==> config.mk <==
export PLATFORM = sky130hd
export DESIGN_NAME = cshake_prefix_encoder
export DESIGN_NICKNAME = d
export VERILOG_FILES = /design/src/rtl/cshake_pkg.sv /design/src/rtl/cshake_prefix_encoder.sv
export SDC_FILE = /design/constraint.sdc
export NUM_CORES = 2
export LEC_CHECK = 0
export BUFFER_PORTS_ARGS = -buffer_cell sky130_fd_sc_hd__buf_4
export CORE_AREA = 2 2 533 535
export DETAILED_ROUTE_END_ITERATION = 16
export DIE_AREA = 0 0 535 537
export GPL_TIMING_DRIVEN = 0
export RECOVER_POWER = 50
export SLEW_MARGIN = 40
export SYNTH_ARGS = -nofsm -noshare
export SYNTH_HDL_FRONTEND = slang
export SYNTH_SLANG_ARGS = --single-unit
==> constraint.sdc <==
create_clock -name clk -period 4.25 [get_ports clk]
set_input_delay 0.2125 -clock clk [delete_from_list [all_inputs] [get_ports clk]]
set_output_delay 0.2125 -clock clk [all_outputs]
set_load 0.02 [all_outputs]
==> src/rtl/cshake_pkg.sv <==
// Shared cSHAKE256 constants, the prefix-encoder FSM states and the one-byte left_encode helper.
// The absorb stage imports RATE_BYTES/RATE_BITS from here so both sides agree on the block size.
package cshake_pkg;

  localparam int RATE_BYTES = 136;
  localparam int RATE_BITS  = 1088;

  typedef enum logic [2:0] {
    IDLE   = 3'd0,
    BP_HDR = 3'd1,
    N_HDR  = 3'd2,
    N_BODY = 3'd3,
    S_HDR  = 3'd4,
    S_BODY = 3'd5,
    DONE   = 3'd6
  } state_t;

  // left_encode of a value that fits in one byte: length byte 0x01 followed by the value.
  function automatic logic [15:0] left_encode1(input logic [7:0] x);
    return {8'h01, x};
  endfunction

endpackage

==> src/rtl/cshake_prefix_encoder.sv <==
// Assembles bytepad(encode_string(N) || encode_string(S), 136) one byte per clock; valid after 6+n_len+s_len edges (1 when both empty).
// block is held in DONE until block_ready; start is ignored outside IDLE, so a stalled consumer simply freezes the encoder.
module cshake_prefix_encoder
  import cshake_pkg::*;
#(
  parameter int NMAX_BYTES = 16,
  parameter int SMAX_BYTES = 16
) (
  input  logic                      clk,
  input  logic                      reset,
  input  logic                      start,
  input  logic [8*NMAX_BYTES-1:0]   N,
  input  logic [4:0]                n_len,
  input  logic [8*SMAX_BYTES-1:0]   S,
  input  logic [4:0]                s_len,
  output logic                      busy,
  output logic                      err,
  output logic [RATE_BITS-1:0]      block,
  output logic                      block_valid,
  input  logic                      block_ready,
  output logic                      no_prefix
);

  state_t                    state, state_next;
  logic [4:0]                sub, sub_next;
  logic [7:0]                ptr;
  logic [RATE_BITS-1:0]      block_q;
  logic [8*NMAX_BYTES-1:0]   n_q;
  logic [8*SMAX_BYTES-1:0]   s_q;
  logic [4:0]                n_len_q, s_len_q;
  logic                      busy_q, err_q, valid_q, no_prefix_q;

  logic                      wr_en;
  logic [7:0]                wr_byte;
  logic [15:0]               hdr;
  logic                      len_bad, accept, reject, both_empty, handshake;

  assign len_bad    = (n_len > 5'(NMAX_BYTES)) || (s_len > 5'(SMAX_BYTES));
  assign accept     = (state == IDLE) && start && !len_bad;
  assign reject     = (state == IDLE) && start && len_bad;
  assign both_empty = (n_len == 5'd0) && (s_len == 5'd0);
  assign handshake  = (state == DONE) && valid_q && block_ready;

  // sub is the header byte select (0/1) in *_HDR states and the body byte index in *_BODY states.
  always_comb begin
    state_next = state;
    sub_next   = sub;
    wr_en      = 1'b0;
    wr_byte    = 8'h00;
    hdr        = 16'h0000;
    case (state)
      IDLE: begin
        sub_next = 5'd0;
        if (accept) state_next = both_empty ? DONE : BP_HDR;
      end
      BP_HDR: begin
        hdr     = left_encode1(8'(RATE_BYTES));
        wr_en   = 1'b1;
        wr_byte = sub[0] ? hdr[7:0] : hdr[15:8];
        if (sub[0]) begin
          state_next = N_HDR;
          sub_next   = 5'd0;
        end else begin
          sub_next = 5'd1;
        end
      end
      N_HDR: begin
        hdr     = left_encode1({n_len_q, 3'b000});
        wr_en   = 1'b1;
        wr_byte = sub[0] ? hdr[7:0] : hdr[15:8];
        if (sub[0]) begin
          state_next = (n_len_q == 5'd0) ? S_HDR : N_BODY;
          sub_next   = 5'd0;
        end else begin
          sub_next = 5'd1;
        end
      end
      N_BODY: begin
        wr_en   = 1'b1;
        wr_byte = n_q[{sub, 3'b000} +: 8];
        if (sub == n_len_q - 5'd1) begin
          state_next = S_HDR;
          sub_next   = 5'd0;
        end else begin
          sub_next = sub + 5'd1;
        end
      end
      S_HDR: begin
        hdr     = left_encode1({s_len_q, 3'b000});
        wr_en   = 1'b1;
        wr_byte = sub[0] ? hdr[7:0] : hdr[15:8];
        if (sub[0]) begin
          state_next = (s_len_q == 5'd0) ? DONE : S_BODY;
          sub_next   = 5'd0;
        end else begin
          sub_next = 5'd1;
        end
      end
      S_BODY: begin
        wr_en   = 1'b1;
        wr_byte = s_q[{sub, 3'b000} +: 8];
        if (sub == s_len_q - 5'd1) begin
          state_next = DONE;
          sub_next   = 5'd0;
        end else begin
          sub_next = sub + 5'd1;
        end
      end
      DONE: begin
        if (handshake) state_next = IDLE;
      end
      default: state_next = IDLE;
    endcase
  end

  always_ff @(posedge clk) begin
    if (reset) begin
      state       <= IDLE;
      sub         <= 5'd0;
      ptr         <= 8'd0;
      block_q     <= '0;
      n_q         <= '0;
      s_q         <= '0;
      n_len_q     <= 5'd0;
      s_len_q     <= 5'd0;
      busy_q      <= 1'b0;
      err_q       <= 1'b0;
      valid_q     <= 1'b0;
      no_prefix_q <= 1'b0;
    end else begin
      state  <= state_next;
      sub    <= sub_next;
      busy_q <= (state_next != IDLE);
      err_q  <= reject;
      // Entry into DONE from IDLE (empty strings) shows valid one cycle later, matching the 1-edge latency.
      valid_q <= (state_next == DONE) && (state != IDLE);

      if ((state == IDLE) && start) begin
        n_q     <= N;
        s_q     <= S;
        n_len_q <= n_len;
        s_len_q <= s_len;
        ptr     <= 8'd0;
        if (!len_bad) begin
          block_q     <= '0;
          no_prefix_q <= both_empty;
        end
      end else if (wr_en) begin
        block_q[{ptr, 3'b000} +: 8] <= wr_byte;
        ptr                         <= ptr + 8'd1;
      end

      if (handshake) no_prefix_q <= 1'b0;
    end
  end

  assign busy        = busy_q;
  assign err         = err_q;
  assign block       = block_q;
  assign block_valid = valid_q;
  assign no_prefix   = no_prefix_q;

endmodule

## After elaboration in Yosys (flattened, before gate mapping)

Cells that the tools add are included.

- Eq/ne operators: 10
- Reduce and logical (&&, ||, !) cells: 24
- Bitwise gates (word level): 1
- Add/subtract/negate cells: 5
- Magnitude comparators: 2
- Mux-type cells: 24
- Shift-type cells: 4

Operator list:

| kind | number |
|---|---|
| two-way mux 1088 bit | 3 |
| bitwise mux 1088 bit | 1 |
| variable shift 8 x 13 -> 1088 bit (first input constant) | 1 |
| indexed part select 8 x 13 -> 1088 bit | 1 |
| indexed part select 128 x 9 -> 8 bit | 2 |
| case mux 8 bit (5 select lines) | 1 |
| two-way mux 3 bit | 9 |
| two-way mux 8 bit | 3 |
| case mux 3 bit (7 select lines) | 1 |
| logical NOT 5 bit | 4 |
| case mux 5 bit (4 select lines) | 1 |
| negation 11 -> 13 bit | 1 |
| == test 3 bit (second input constant) | 4 |
| == test 5 bit | 2 |
| > comparator 5 bit (second input constant) | 2 |
| two-way mux 5 bit | 2 |
| subtractor 5 x 1 -> 5 bit (second input constant) | 2 |
| adder 8 x 1 -> 8 bit (second input constant) | 1 |
| logical AND 1 bit | 7 |
| == test 3 x 2 -> 1 bit (second input constant) | 2 |
| nonzero test 3 bit | 2 |
| adder 5 x 1 -> 5 bit (second input constant) | 1 |
| OR reduction 5 bit | 1 |
| AND reduction 2 bit | 2 |
| 12 further kinds | 14 |

- Input port bits: 270
- Bits in registers: 1374

## Depth between registers and ports, before layout

- Depth in word-level cells: 8
- Depth in mapped cells: 13

## Worst setup path before layout

OpenSTA, ideal clock, no wires.

- Kind: register to register
- Start: register ptr[1]
- End: register block_q[320], in the netlist block[320]
- Setup slack: 1165 ps
- Data arrival time: 2960 ps
- Setup time: 125 ps
- Clock period less this slack: 3085 ps
- Data required time: 4125 ps
- Cell stages (with the launch flop): 13
- Cell sequence: dfxtp_1 clkbuf_1 inv_1 ha_1 or3b_1 buf_2 o31a_4 or4_1 buf_4 nor2_8 buf_4 a21oi_2 o2bb2ai_1

- Cells in the longest elaborated chain, start to end: 5

Ends and longest elaborated chain:

| what | RTL line | source |
|---|---|---|
| from (decl) | cshake_prefix_encoder.sv:26 | `logic [7:0] ptr;` |
| from (signal assigned) | cshake_prefix_encoder.sv:150 | `ptr <= ptr + 8'd1;` |
| negation 11 -> 13 bit (*) | cshake_prefix_encoder.sv:149 | `block_q[{ptr, 3'b000} +: 8] <= wr_byte;` |
| indexed part select 8 x 13 -> 1088 bit or variable shift 8 x 13 -> 1088 bit (tied branches) | cshake_prefix_encoder.sv:149 |  |
| bitwise mux 1088 bit (*) | cshake_prefix_encoder.sv:149 |  |
| two-way mux 1088 bit (*) | cshake_prefix_encoder.sv:148 | `end else if (wr_en) begin` |
| two-way mux 1088 bit (*) | cshake_prefix_encoder.sv:138 | `if ((state == IDLE) && start) begin` |
| to (signal, indexed assignment) | cshake_prefix_encoder.sv:149 |  |
| to (decl) | cshake_prefix_encoder.sv:27 | `logic [RATE_BITS-1:0] block_q;` |

Every way passes the cells marked *; elsewhere a longest branch is shown, timed or not. The select of a mux whose other input is x is not followed.
A chain may end at the register's enable or synchronous reset.

## Worst setup path after layout

- Start: register state[0]
- End: register block_q[651], in the netlist block[651]

- Cells in the longest elaborated chain, start to end: 6

Ends and longest elaborated chain:

| what | RTL line | source |
|---|---|---|
| from (decl) | cshake_prefix_encoder.sv:24 | `state_t state, state_next;` |
| from (signal assigned) | cshake_prefix_encoder.sv:131 | `state <= state_next;` |
| == test 3 bit, or another cell as far along | cshake_prefix_encoder.sv:51 | `case (state)` |
| case mux 8 bit (5 select lines) | cshake_prefix_encoder.sv:51 |  |
| indexed part select 8 x 13 -> 1088 bit | cshake_prefix_encoder.sv:149 |  |
| bitwise mux 1088 bit | cshake_prefix_encoder.sv:149 |  |
| two-way mux 1088 bit | cshake_prefix_encoder.sv:148 |  |
| two-way mux 1088 bit | cshake_prefix_encoder.sv:138 |  |

Several ways; a longest one is shown, not always the timed one. The select of a mux whose other input is x is not followed.

==> flow_metrics.env <==
export IMPL_violations="capacitance limit, slew limit, setup timing"
export IMPL_cts_tree="yes"
export IMPL_fin_nets=6961
export IMPL_timing_final_crit_period_ns=4.28
export IMPL_layout_area_overhead_vs_synth_pct=45.1
export IMPL_power_static_leakage_nw=23.7
export IMPL_mappedNetlistNets=5072
export IMPL_clockRootBuffer="clkbuf_16"
export IMPL_initial_core_util_pct=17.1
export IMPL_ys_warnings_count=0
export IMPL_std_cell_rows=195
export IMPL_crit_chain="clkbuf_1 > nor3_1 > nor2_1 > and3_1 > clkbuf_1 > a21oi_4 > o2bb2ai_1"
export IMPL_cell_type_contributing_the_most_total_cell_area_after_synthesis="dfxtp_1"
export IMPL_drt_vias_per_instance=4.49
export IMPL_ioPinCount=1362
export IMPL_timing_critical_path_buf_inv=2
export IMPL_critical_path_max_stage_delay_ns=1.30
export IMPL_layout_commonest_cell="dfxtp_1"
export IMPL_post_dp_hpwl_um=246000
export IMPL_floorplan_die_area_um2=287000
export IMPL_max_cap_violations=1
export IMPL_final_antenna_net_count=0
export IMPL_setup_worst_path_class="reg -> reg"
export IMPL_worstSetupEndpointType="register"
export IMPL_timing_slew_headroom_pct=-6.23
export IMPL_run_status="finished with violations"
export IMPL_drt_iter0_drc=3539
export IMPL_critical_path_startpoint_type="register"
export IMPL_cp_data_arrival_time_ns=5.00
export IMPL_track_usage_pct=20.7
export IMPL_synth_enable_flop_cells=0
export IMPL_path_clk_slew_ns=0.06
export IMPL_report_final_setup_viol=17
export IMPL_gp_routability_congestion=0.912
export IMPL_io_buffers=1360
export IMPL_remaining_drc_errors=0
export IMPL_power_w=0.0295
export IMPL_routed_wl_um=313000
export IMPL_async_flop_share_pct=0
export IMPL_path_max_fanout=10
export IMPL_fin_crit_sh_pct=101
export IMPL_first_global_vias=44900
export IMPL_dieHeight_um=537
export IMPL_numCtsBuffers=159
export IMPL_dr_pass1_iters=5
export IMPL_setup_tns_final_ns=-0.304
export IMPL_cts_sinks=1374
export IMPL_hp_class="in -> reg"
export IMPL_worst_path_dominant_cell_family="simple AND/OR/NAND/NOR gates"
export IMPL_hold_viol_final=0
export IMPL_final_max_slew_viol_count=5
export IMPL_grt_first_pass_wirelength_um=407000
export IMPL_via_count=47500
export IMPL_tightest_pin_transition_ns=1.58
export IMPL_detail_route_wl_per_cell_um=29.6
export IMPL_cts_root_to_sink_buffers=4
export IMPL_postSynthCellCount=4793
export IMPL_synth_seq_area_share_pct=57.1
export IMPL_synthFlopType="dfxtp_1"
export IMPL_critical_path_top_cell_by_count="clkbuf_1"
export IMPL_preCtsSetupSlack_ns=-1.27
export IMPL_peakVddDrop_v=0.000262
export IMPL_grt_antenna_before_repair=50
export IMPL_clk_latency_ns=0.84
export IMPL_grt_start_max_net_pins=17
export IMPL_avgSynthCellArea_um2=10.1
export IMPL_power_per_cell_area_nw_per_um2=421
export IMPL_synth_lib_cells_used_distinct=91
export IMPL_worst_hold_slack_ns=0.189
export IMPL_clock_tree_htree_level_count=4
export IMPL_final_setup_skew_ns=0.0555
export IMPL_cpMaxStageDelayCell="nor3_1"
export IMPL_post_synth_instance_area_um2=48200
export IMPL_die_w_um=535
export IMPL_finish_utilization_pct=24.9
export IMPL_layout_common_cells="1374 x dfxtp_1, 1292 x clkbuf_1, 1001 x nand2_1, 648 x o2bb2ai_1, 363 x o21ai_0"
export IMPL_postLayoutSetupSlackWorst_ns=-0.0309
export IMPL_layout_drive_gt1_share_pct=16.2
export IMPL_global_route_overflow_total=0
export IMPL_synth_area_leaders="dfxtp_1 57%, o2bb2ai_1 12%, nand2_1 7.9%, o21ai_0 3.8%, a21oi_1 3.5%"
export IMPL_synth_top_area_share_pct=57.1
export IMPL_cp_required_ns=4.97
export IMPL_postSynthRegisterBits=1374
export IMPL_core_area_um2=281000
export IMPL_maxClockFrequency_ghz=0.234
synthesized netlist by cell type, drive strengths merged, types with 18 or more instances:
cell / number
a21oi: 380
a31oi: 29
mux4: 58
nor3: 31
clkbuf: 232
nand2: 1030
dfxtp: 1374
nand3: 61
o22ai: 25
o21ai: 380
o2bb2ai: 648
buf: 101
and3: 22
a22o: 56
inv: 31
nor2: 48
a41oi: 36
a211oi: 18
registers in the layout (all words and copies together), names as in the netlist, 3 cells and up:
| name | count |
|---|---|
| n_len_q | 5 |
| s_q | 128 |
| n_q | 128 |
| block | 1088 |
| ptr | 8 |
| state | 3 |
| s_len_q | 5 |
| sub | 5 |
routing by layer:
| layer | part of all wire (%) | GRT usage (%) |
|---|---|---|
| met3 | 7.3 | 4.48 |
| met1 | 41 | 25.5 |
| met5 | 0.015 | 0 |
| met2 | 46 | 34.4 |
| met4 | 5.0 | 9.28 |
repair_timing:
| item | 4_1_cts | 5_1_grt |
|---|---|---|
| pin swaps | 7 | 1 |
| hold buffers | 269 | 0 |
| resized for setup | 71 | 22 |
| setup buffers | 11 | 4 |
| hold endpoints to repair | 272 | 0 |
| cloned | 0 | 0 |
| setup endpoints to repair | 987 | 588 |
final cells by class:
class                           instances  area, um^2
Antenna cell                           30        75.1
Buffer                                329        1690
Clock buffer                          220        4570
Clock inverter                         61         617
Fill cell                           31000      211000
Inverter                               32         121
Multi-Input combinational cell       3054       20500
Sequential cell                      1374       27500
Tap cell                             3743        4680
Timing Repair Buffer                 1732       10200
worst min-delay path: stages:
cell and delay (ns):
dlygate4sd3_1 0.52, buf_4 0.10, nand2_1 0.04, a21oi_1 0.10
cell families (layout without fill, tap and decap cells):
kind of cell / after synthesis / in the layout / synth area share (%)
AOI/OAI and AO/OA: 1639 / 1639 / 24.2
DFF: 1374 / 1374 / 57.1
and+or+nand+nor: 1322 / 1322 / 12.1
buffers and inverters: 365 / 2374 / 3.22
muxes: 64 / 64 / 2.83
xor gates and xnor gates: 20 / 20 / 0.363
adders and majority gates: 9 / 9 / 0.234
other: 0 / 30 / 0
report_power, final:
part	internal, W	total, W	switching [W]
combinational	0.000790	0.00237	0.00158
clock	0.00791	0.0139	0.00599
sequential	0.0131	0.0132	0.000123
through the flow:
step | std cells | instance area (um^2)
after floorplan | 4793 | 48200
after global placement | 9896 | 63100
after detailed placement | 9983 | 65500
after CTS | 10500 | 73800
after global routing | 10600 | 69900
final | 10600 | 69900
path summary, 6_finish.rpt:
path                               start                 endpoint  slack, ns  depth (start not counted)
setup / recovery     state[0]$_SDFF_PP0_  block[651]$_SDFFE_PP0P_      -0.03                          7
hold / removal                    N[104]    n_q[104]$_SDFFE_PP0P_       0.19                          4
setup reg to reg     state[0]$_SDFF_PP0_  block[651]$_SDFFE_PP0P_      -0.03                          7
hold reg to reg   block[53]$_SDFFE_PP0P_   block[53]$_SDFFE_PP0P_       0.45                          2
Power figures use the tool's default switching activity.
